`config.mk`:
```
export PLATFORM = sky130hd
export DESIGN_NAME = surf_readout_arbiter
export DESIGN_NICKNAME = d
export VERILOG_FILES = /design/src/rtl/surf_arb_pkg.sv /design/src/rtl/surf_readout_arbiter_rr_grant.sv /design/src/rtl/surf_readout_arbiter.sv
export SDC_FILE = /design/constraint.sdc
export NUM_CORES = 1
export LEC_CHECK = 0
export ABC_AREA = 1
export CAP_MARGIN = 30
export CORE_MARGIN = 3
export CORE_UTILIZATION = 58
export DETAILED_ROUTE_END_ITERATION = 10
export GPL_TIMING_DRIVEN = 0
export PLACE_DENSITY = 0.88
export SKIP_CTS_REPAIR_TIMING = 1
export SYNTH_ARGS = -nofsm -noshare
export SYNTH_HDL_FRONTEND = slang
export SYNTH_SLANG_ARGS = --single-unit
export TNS_END_PERCENT = 50
```
`constraint.sdc`:
```
create_clock -name sysclk_i -period 8.05 [get_ports sysclk_i]
set_clock_uncertainty 0.05 [all_clocks]
set_input_delay 1.2075 -clock sysclk_i [delete_from_list [all_inputs] [get_ports sysclk_i]]
set_output_delay 1.2075 -clock sysclk_i [all_outputs]
set_load 0.02 [all_outputs]
```
`src/rtl/surf_arb_pkg.sv`:
```
// Shared types and constants for the SURF readout arbiter.
// State encoding, header nibble and tuser field positions.
package surf_arb_pkg;

  typedef enum logic [1:0] {
    ST_IDLE  = 2'd0,
    ST_HDR   = 2'd1,
    ST_XFER  = 2'd2,
    ST_ABORT = 2'd3
  } arb_state_t;

  localparam logic [3:0] HDR_NIBBLE = 4'hA;

  localparam int SRC_W       = 3;
  localparam int TUSER_W     = 4;
  localparam int TUSER_SRC   = 0;
  localparam int TUSER_ABORT = 3;

endpackage

```
`src/rtl/surf_readout_arbiter_rr_grant.sv`:
```
// Round-robin priority picker: first set request above the pointer.
// Purely combinational, reusable by other rackbus arbiters.
module rr_grant #(
  parameter int N  = 7,
  parameter int IW = 3
) (
  input  logic [N-1:0]  req,
  input  logic [IW-1:0] ptr,
  output logic [IW-1:0] idx,
  output logic [N-1:0]  onehot,
  output logic          valid
);

  // Scan upward from ptr+1 with wrap; the first hit wins.
  always_comb begin
    int cand;
    idx    = '0;
    onehot = '0;
    valid  = 1'b0;
    cand   = 0;
    for (int k = 1; k <= N; k++) begin
      cand = (int'(ptr) + k) % N;
      if (!valid && req[cand]) begin
        valid        = 1'b1;
        idx          = IW'(cand);
        onehot[cand] = 1'b1;
      end
    end
  end

endmodule

```
`src/rtl/surf_readout_arbiter.sv`:
```
// Packet round-robin merge of SURF readout streams with stall watchdog.
// Optional header beat per packet when SURF_ARB_HDR_EN is defined.
module surf_readout_arbiter
  import surf_arb_pkg::*;
#(
  parameter int         NSURF       = 7,
  parameter int         STALL_LIMIT = 1023,
  parameter int         STALL_BITS  = 10,
  parameter logic [7:0] ABORT_BYTE  = 8'hFF
) (
  input  logic                 sysclk_i,
  input  logic                 rst_n_i,
  input  logic [8*NSURF-1:0]   s_tdata,
  input  logic [NSURF-1:0]     s_tvalid,
  input  logic [NSURF-1:0]     s_tlast,
  output logic [NSURF-1:0]     s_tready,
  input  logic [NSURF-1:0]     enable_i,
  input  logic                 clear_i,
  output logic [7:0]           m_tdata,
  output logic                 m_tvalid,
  output logic                 m_tlast,
  output logic [TUSER_W-1:0]   m_tuser,
  input  logic                 m_tready,
  output logic [NSURF-1:0]     quarantine_o,
  output logic [15:0]          pkt_count_o
);

  localparam logic [SRC_W-1:0] PTR_RST =
    SRC_W'(NSURF - 1);
  localparam logic [STALL_BITS-1:0] STALL_MAX =
    STALL_BITS'(STALL_LIMIT);

`ifdef SURF_ARB_HDR_EN
  localparam arb_state_t FIRST_ST = ST_HDR;
`else
  localparam arb_state_t FIRST_ST = ST_XFER;
`endif

  arb_state_t state;
  arb_state_t state_nxt;

  logic [SRC_W-1:0]      grant;
  logic [SRC_W-1:0]      rr_ptr;
  logic [SRC_W-1:0]      pick;
  logic [NSURF-1:0]      grant_oh;
  logic [NSURF-1:0]      pick_oh;
  logic [NSURF-1:0]      req;
  logic [NSURF-1:0]      quarantine;
  logic [NSURF-1:0]      quar_nxt;
  logic                  pick_vld;
  logic [STALL_BITS-1:0] stall_cnt;
  logic [15:0]           pkt_count;

  logic [7:0] g_data;
  logic       g_valid;
  logic       g_last;
  logic       xfer_done;
  logic       stall_hit;
  logic       abort_done;
  logic       take_grant;

  assign req = s_tvalid & enable_i & ~quarantine;

  rr_grant #(
    .N  (NSURF),
    .IW (SRC_W)
  ) u_rr (
    .req    (req),
    .ptr    (rr_ptr),
    .idx    (pick),
    .onehot (pick_oh),
    .valid  (pick_vld)
  );

  // Select the granted source's stream signals.
  always_comb begin
    g_data  = '0;
    g_valid = 1'b0;
    g_last  = 1'b0;
    for (int i = 0; i < NSURF; i++) begin
      if (grant_oh[i]) begin
        g_data  = s_tdata[8*i +: 8];
        g_valid = s_tvalid[i];
        g_last  = s_tlast[i];
      end
    end
  end

  assign take_grant = (state == ST_IDLE) & pick_vld;
  assign xfer_done  = (state == ST_XFER) & g_valid
                    & m_tready & g_last;
  assign stall_hit  = (state == ST_XFER) & ~g_valid
                    & (stall_cnt == STALL_MAX);
  assign abort_done = (state == ST_ABORT) & m_tready;

  // A quarantine set in the same cycle as clear must survive.
  always_comb begin
    quar_nxt = clear_i ? '0 : quarantine;
    if (abort_done) begin
      quar_nxt = quar_nxt | grant_oh;
    end
  end

  // State register.
  always_ff @(posedge sysclk_i or negedge rst_n_i) begin
    if (!rst_n_i) begin
      state <= ST_IDLE;
    end else begin
      state <= state_nxt;
    end
  end

  // Next-state decode.
  always_comb begin
    state_nxt = state;
    case (state)
      ST_IDLE: begin
        if (pick_vld) state_nxt = FIRST_ST;
      end
      ST_HDR: begin
        if (m_tready) state_nxt = ST_XFER;
      end
      ST_XFER: begin
        if (xfer_done) begin
          state_nxt = ST_IDLE;
        end else if (stall_hit) begin
          state_nxt = ST_ABORT;
        end
      end
      ST_ABORT: begin
        if (abort_done) state_nxt = ST_IDLE;
      end
      default: state_nxt = ST_IDLE;
    endcase
  end

  // Grant, pointer, watchdog, quarantine and packet counter.
  always_ff @(posedge sysclk_i or negedge rst_n_i) begin
    if (!rst_n_i) begin
      grant      <= '0;
      grant_oh   <= '0;
      rr_ptr     <= PTR_RST;
      stall_cnt  <= '0;
      quarantine <= '0;
      pkt_count  <= '0;
    end else begin
      if (take_grant) begin
        grant    <= pick;
        grant_oh <= pick_oh;
        rr_ptr   <= pick;
      end
      if (state == ST_XFER) begin
        if (g_valid) begin
          stall_cnt <= '0;
        end else if (stall_cnt != STALL_MAX) begin
          stall_cnt <= stall_cnt + 1'b1;
        end
      end else begin
        stall_cnt <= '0;
      end
      quarantine <= quar_nxt;
      if (xfer_done) begin
        pkt_count <= pkt_count + 16'd1;
      end
    end
  end

  // Output drive per state; IDLE presents an all-zero bus.
  always_comb begin
    m_tdata  = '0;
    m_tvalid = 1'b0;
    m_tlast  = 1'b0;
    m_tuser  = '0;
    s_tready = '0;
    case (state)
      ST_HDR: begin
        m_tdata  = {HDR_NIBBLE, 1'b0, grant};
        m_tvalid = 1'b1;
        m_tuser  = {1'b0, grant};
      end
      ST_XFER: begin
        m_tdata  = g_data;
        m_tvalid = g_valid;
        m_tlast  = g_last;
        m_tuser  = {1'b0, grant};
        s_tready = grant_oh & {NSURF{m_tready}};
      end
      ST_ABORT: begin
        m_tdata  = ABORT_BYTE;
        m_tvalid = 1'b1;
        m_tlast  = 1'b1;
        m_tuser  = {1'b1, grant};
      end
      default: begin
        m_tvalid = 1'b0;
      end
    endcase
  end

  assign quarantine_o = quarantine;
  assign pkt_count_o  = pkt_count;

endmodule
```
# [Word level (Yosys, flattened, before mapping)]
# Index checks and enable logic that the tools add are counted.
# Widths: inputs -> output; s select.
[totals] register_bits=48 input_bits=81 out_inout_bits=44 word_cells=182
[op_classes] n_addsub=9 div=7 n_lt_le_gt_ge=14 eq_ne=10 mux=93 bitwise=19 n_reduce_logical=23
[op_table] operator="$ge 32x1->1 const B" count=7
[op_table] operator="$lt 32x5->1 const B" count=7
[op_table] operator="$mod 32x4->32 const B" count=7
[op_table] operator="$mux 7" count=10
[op_table] operator="$mux 8" count=7
[op_table] operator="$or 7x7->7" count=7
[op_table] operator="$mux 1" count=42
[op_table] operator="$mux 10" count=3
[op_table] operator="$pmux 8 s3" count=1
[op_table] operator="$and 7x7->7" count=3
[op_table] operator="$bmux 1 s3" count=7
[op_table] operator="$demux 1 s3" count=7
[op_table] operator="$mux 3" count=7
[op_table] operator="$add 16x1->16 const B" count=1
[op_table] operator="$add 3x3->4 const B" count=4
[op_table] operator="$logic_and 1x1->1" count=13
[op_table] operator="$add 10x1->10 const B" count=1
[op_table] operator="$eq 10x10->1 const B" count=1
[op_table] operator="$mux 2" count=5
[op_table] operator="$ne 10x10->1 const B" count=1
[op_table] operator="$add 3x2->4 const B" count=2
[op_table] operator="$pmux 2 s4" count=1
[op_table] operator="$pmux 4 s2" count=1
[op_table] operator="$and 1x1->1" count=7
[op_table] operator="other kinds (13)" count=23

# [Depth between registers and ports, before layout]
[logic_depth] word_depth=26 ltp_mapped=31 depth_no_buf=29

# [Modules after synthesis]
# From an unflattened synthesis, not the netlist that was laid out.
[unflattened] cells_unflattened=1047 hier_area_um2=6449.9
[modules_own_cells] mod="rr_grant" n_inst=1 cells_per_inst=611 area_per_inst_um2=3316.9 seq_area_each_um2=0.0
[modules_own_cells] mod="surf_readout_arbiter" n_inst=1 cells_per_inst=436 area_per_inst_um2=3133.0 seq_area_each_um2=1178.6

# [Least setup slack after synthesis]
# OpenSTA, ideal clock, no wires.
[synth_path] path_type="reg-to-reg" start="register grant[0] (netlist name)" end="register grant[1]" setup_time_ns=0.118 arrival_time_ns=3.935 required_time_ns=7.882 setup_slack_ns=3.947 path_stages_with_launch=29 path_buffers=3 period_less_slack_ns=4.103 path_cell_list="dfrtp_1 > buf_6 > clkbuf_1 > inv_1 > ha_1 > ha_1 > ha_1 > inv_1 > nand2_2 > xor2_1 > inv_1 > ha_1 > nand3_2 > nand2_4 > nand2_2 > o21ai_4 > inv_2 > nand2_1 > nand2_1 > nand2_1 > nand2_1 > inv_2 > nor2_4 > buf_6 > nand3_4 > clkinv_2 > a21oi_1 > nand2_1 > nand2_1"
[synth_lines] element="to (signal assigned)" line_no="surf_readout_arbiter.sv:148" rtl="grant <= pick;"
[synth_lines] element="to (decl)" line_no="surf_readout_arbiter.sv:42" rtl="logic [SRC_W-1:0] grant;"

==> flow_metrics.py <==
metrics = {
    "synth": {
        "synth-async-reset-ratio_pct": 100,
        "syn-cell-area_mm2": 0.00644,
        "syn-mean-instance-area_um2": 6.15,
        "synthMostInstantiatedCell": "sky130_fd_sc_hd__nand2_1",
        "postSynthNetCount": 1164,
        "yosys_warnings": 0,
        "synth_largest_type_area_fraction_pct": 17.5,
        "post_synth_inst_count": 1046,
        "synth_flop_cell": "sky130_fd_sc_hd__dfrtp_1",
        "synth_enable_flop_cells": 0,
        "post_synth_main_area_contributors": "sky130_fd_sc_hd__dfrtp_1, sky130_fd_sc_hd__nand2_1, sky130_fd_sc_hd__nand3_1",
        "synth-seq-cells": 47,
        "synth-seq-area-share_pct": 18.3,
        "netlist_top_cells_count": "sky130_fd_sc_hd__nand2_1, sky130_fd_sc_hd__inv_1, sky130_fd_sc_hd__nand3_1",
        "synth_cell_types": 53,
        "synth.largest_area_cell": "sky130_fd_sc_hd__dfrtp_1",
    },
    "floorplanning": {
        "floorplan.initialDensity_pct": 61.0,
        "die_h_um": 111,
        "floorplan.core_area_mm2": 0.0106,
        "die_area_mm2": 0.0124,
        "die_w_um": 111,
        "floorplan.io_pins": 125,
        "number_of_cell_rows": 37,
    },
    "placement": {
        "placed_area_mm2": 0.00786,
        "buffer_ports.inserted": 124,
        "placedCellCount": 1307,
        "post-dp-hpwl_mm": 16.5,
        "gpl.final_weighted_congestion": 0.991,
    },
    "sta": {
        "number_of_slew_limit_violations_in_the_final_report": 0,
        "period_minus_slack_ns": 5.05,
        "timing.final.hold_violations": 0,
        "worst_hold_slack_ns": 0.451,
        "final_setup_viols": 0,
        "highest_clock_rate_mhz": 198,
        "post-route-period-util_pct": 62.8,
        "grt_setup_unrepaired": "no",
        "slew-limit-headroom_pct": 54.7,
        "tightest_slew_ns": 0.676,
        "totalNegativeSetupSlack_ns": 0,
    },
    "clock_tree": {
        "htreeDepth": 2,
        "maximum_clock_path_buffer_count": 2,
        "numCtsBuffers": 5,
        "cts_sink_cnt": 47,
        "cts_tree": "yes",
        "clock_latency_ns": 0.31,
        "clk_transition_reported_paths_ns": 0.10,
        "cts-root-buf": "sky130_fd_sc_hd__clkbuf_8",
    },
    "routing": {
        "avgRoutedWirePerCell_um": 15.6,
        "viasPerCell": 5.71,
        "met1Wirelength_mm": 8.95,
        "maxUsedRoutingLayer": "met4",
        "route.detailed.drc": 0,
        "first_iter_violations": 834,
        "final_antenna_net_count": 0,
        "wirelength_mm": 20.5,
        "routed-wl-met2_mm": 9.27,
        "count_of_vias_placed_by_the_detailed_router": 7505,
        "met3RoutedLength_mm": 1.85,
        "first_pass_iters": 6,
    },
    "critical_path": {
        "critPathMaxStageDelay_ns": 0.61,
        "worst-setup-path-type": "register to register",
        "crit_slowest_cell": "sky130_fd_sc_hd__dfrtp_1",
        "path_max_fanout": 10,
        "timing.critical_path.mode_cell": "sky130_fd_sc_hd__nand2_1",
        "ff2ff_path_depth": 28,
        "crit_path_required_time_ns": 8.20,
        "critPathCaptureType": "register",
        "worst_setup_path_start_kind": "register",
        "arrival_ns": 5.21,
    },
    "global_routing": {
        "global_route.usage.total_pct": 32.0,
        "grt_pass1_wl_mm": 33.5,
        "grt_start_max_net_pins": 34,
        "overflow_left_after_global_routing": 0,
        "antenna_violations_before_repair": 0,
        "first_global_vias": 6684,
    },
    "final_layout": {
        "cell_area_after_layout_mm2": 0.00796,
        "layout-area-overhead-vs-synth_pct": 23.7,
        "finish.cell_count_without_fillers": 1315,
        "antenna_cells": 0,
        "final_net_count": 1296,
        "layout-drive-gt1-share_pct": 9.67,
    },
    "run": {
        "max_cap_viol_count": 0,
    },
    "min_path": {
        "holdPathStages": 1,
        "min_path_type": "register to register",
    },
    "status": {
        "run_status": "finished, final reports clean",
    },
}
==> cell families after synthesis <==
logic type                 count (synthesis)  synth area share (%)
adders and majority gates                 37                  7.31
muxes                                      1                 0.156
AOI/OAI and AO/OA                        165                  15.4
xor gates and xnor gates                  27                  3.91
buffers and inverters                    161                  10.1
DFF                                       47                  18.3
and+or+nand+nor                          608                  44.8
==> state kept, by name, summed over array words and instances, names as in the netlist <==
register	flops
state	2
rr_ptr	2
grant	3
quarantine_o	7
grant_oh	7
stall_cnt	10
pkt_count_o	16
==> critical path, delay by kind of cell, from the launching register on <==
kind / cells / cell delay [ns]
buffers and inverters: 8 / 1.44
adder cells (fa/ha/maj): 4 / 1.14
flip-flops: 1 / 0.61
XOR/XNOR: 1 / 0.39
AND/OR/NAND/NOR: 13 / 1.18
AO/OA/AOI/OAI: 2 / 0.13
==> path summary, 6_finish.rpt <==
| path | to | slack [ns] | start |
|---|---|---|---|
| worst max-delay path | grant[1] | 3.00 | grant[0] |
| worst min-delay path | pkt_count_o[15] | 0.45 | pkt_count_o[15] |
| worst max register to register | grant[1] | 3.00 | grant[0] |
| worst min register to register | pkt_count_o[15] | 0.45 | pkt_count_o[15] |
| max in group asynchronous | rr_ptr[2] | 6.64 | rst_n_i |
| min in group asynchronous | stall_cnt[6] | 0.75 | rst_n_i |
==> per-stage QoR <==
stage / util, % / worst slack, ns
2_1_floorplan: - / 3.95
3_3_place_gp: 74.3 / 3.12
3_5_place_dp: 74.5 / 3.12
4_1_cts: 75.4 / 3.08
5_1_grt: 75.4 / 2.61
6_report: 75.4 / 3.00
==> layout make-up <==
| type | count | area [µm²] |
|---|---|---|
| plain buffers | 24 | 128 |
| clock buffers | 5 | 68.8 |
| clock inverters | 3 | 27.5 |
| fillers | 898 | 2600 |
| inverters | 137 | 526 |
| multi-input cells | 838 | 4600 |
| flip-flops and latches | 47 | 1180 |
| well taps | 136 | 170 |
| repair buffers | 125 | 1260 |
==> cell usage in the layout, fill, tap and decap left out, types with 5 or more instances in the layout <==
| cell type | instances |
|---|---|
| sky130_fd_sc_hd__o22ai_1 | 8 |
| sky130_fd_sc_hd__nor3_1 | 28 |
| sky130_fd_sc_hd__clkbuf_1 | 15 |
| sky130_fd_sc_hd__o211ai_1 | 16 |
| sky130_fd_sc_hd__nor2_1 | 99 |
| sky130_fd_sc_hd__nand3_2 | 6 |
| sky130_fd_sc_hd__dfrtp_1 | 45 |
| sky130_fd_sc_hd__o21ai_1 | 8 |
| sky130_fd_sc_hd__nand4_1 | 25 |
| sky130_fd_sc_hd__a22oi_1 | 8 |
| sky130_fd_sc_hd__xor2_1 | 21 |
| sky130_fd_sc_hd__a21oi_1 | 38 |
| sky130_fd_sc_hd__clkbuf_8 | 5 |
| sky130_fd_sc_hd__inv_2 | 17 |
| sky130_fd_sc_hd__inv_1 | 112 |
| sky130_fd_sc_hd__nor2_4 | 6 |
| sky130_fd_sc_hd__o21ai_0 | 68 |
| sky130_fd_sc_hd__nand2_2 | 29 |
| sky130_fd_sc_hd__nor2_2 | 5 |
| sky130_fd_sc_hd__nand2_1 | 271 |
| sky130_fd_sc_hd__ha_1 | 36 |
| sky130_fd_sc_hd__nor4_1 | 15 |
| sky130_fd_sc_hd__nand2_4 | 7 |
| sky130_fd_sc_hd__clkdlybuf4s50_1 | 123 |
| sky130_fd_sc_hd__nand3_1 | 103 |
==> metal layers <==
layer,GRT usage [%],vias to the layer above
met1,45.9,3394
met3,5.33,38
met4,7.30,0
met2,50.8,336
li1,-,3737
met5,0,-
Power is not shown: default switching activity piles up to over one toggle a cycle in this logic, so the estimate is an artifact.
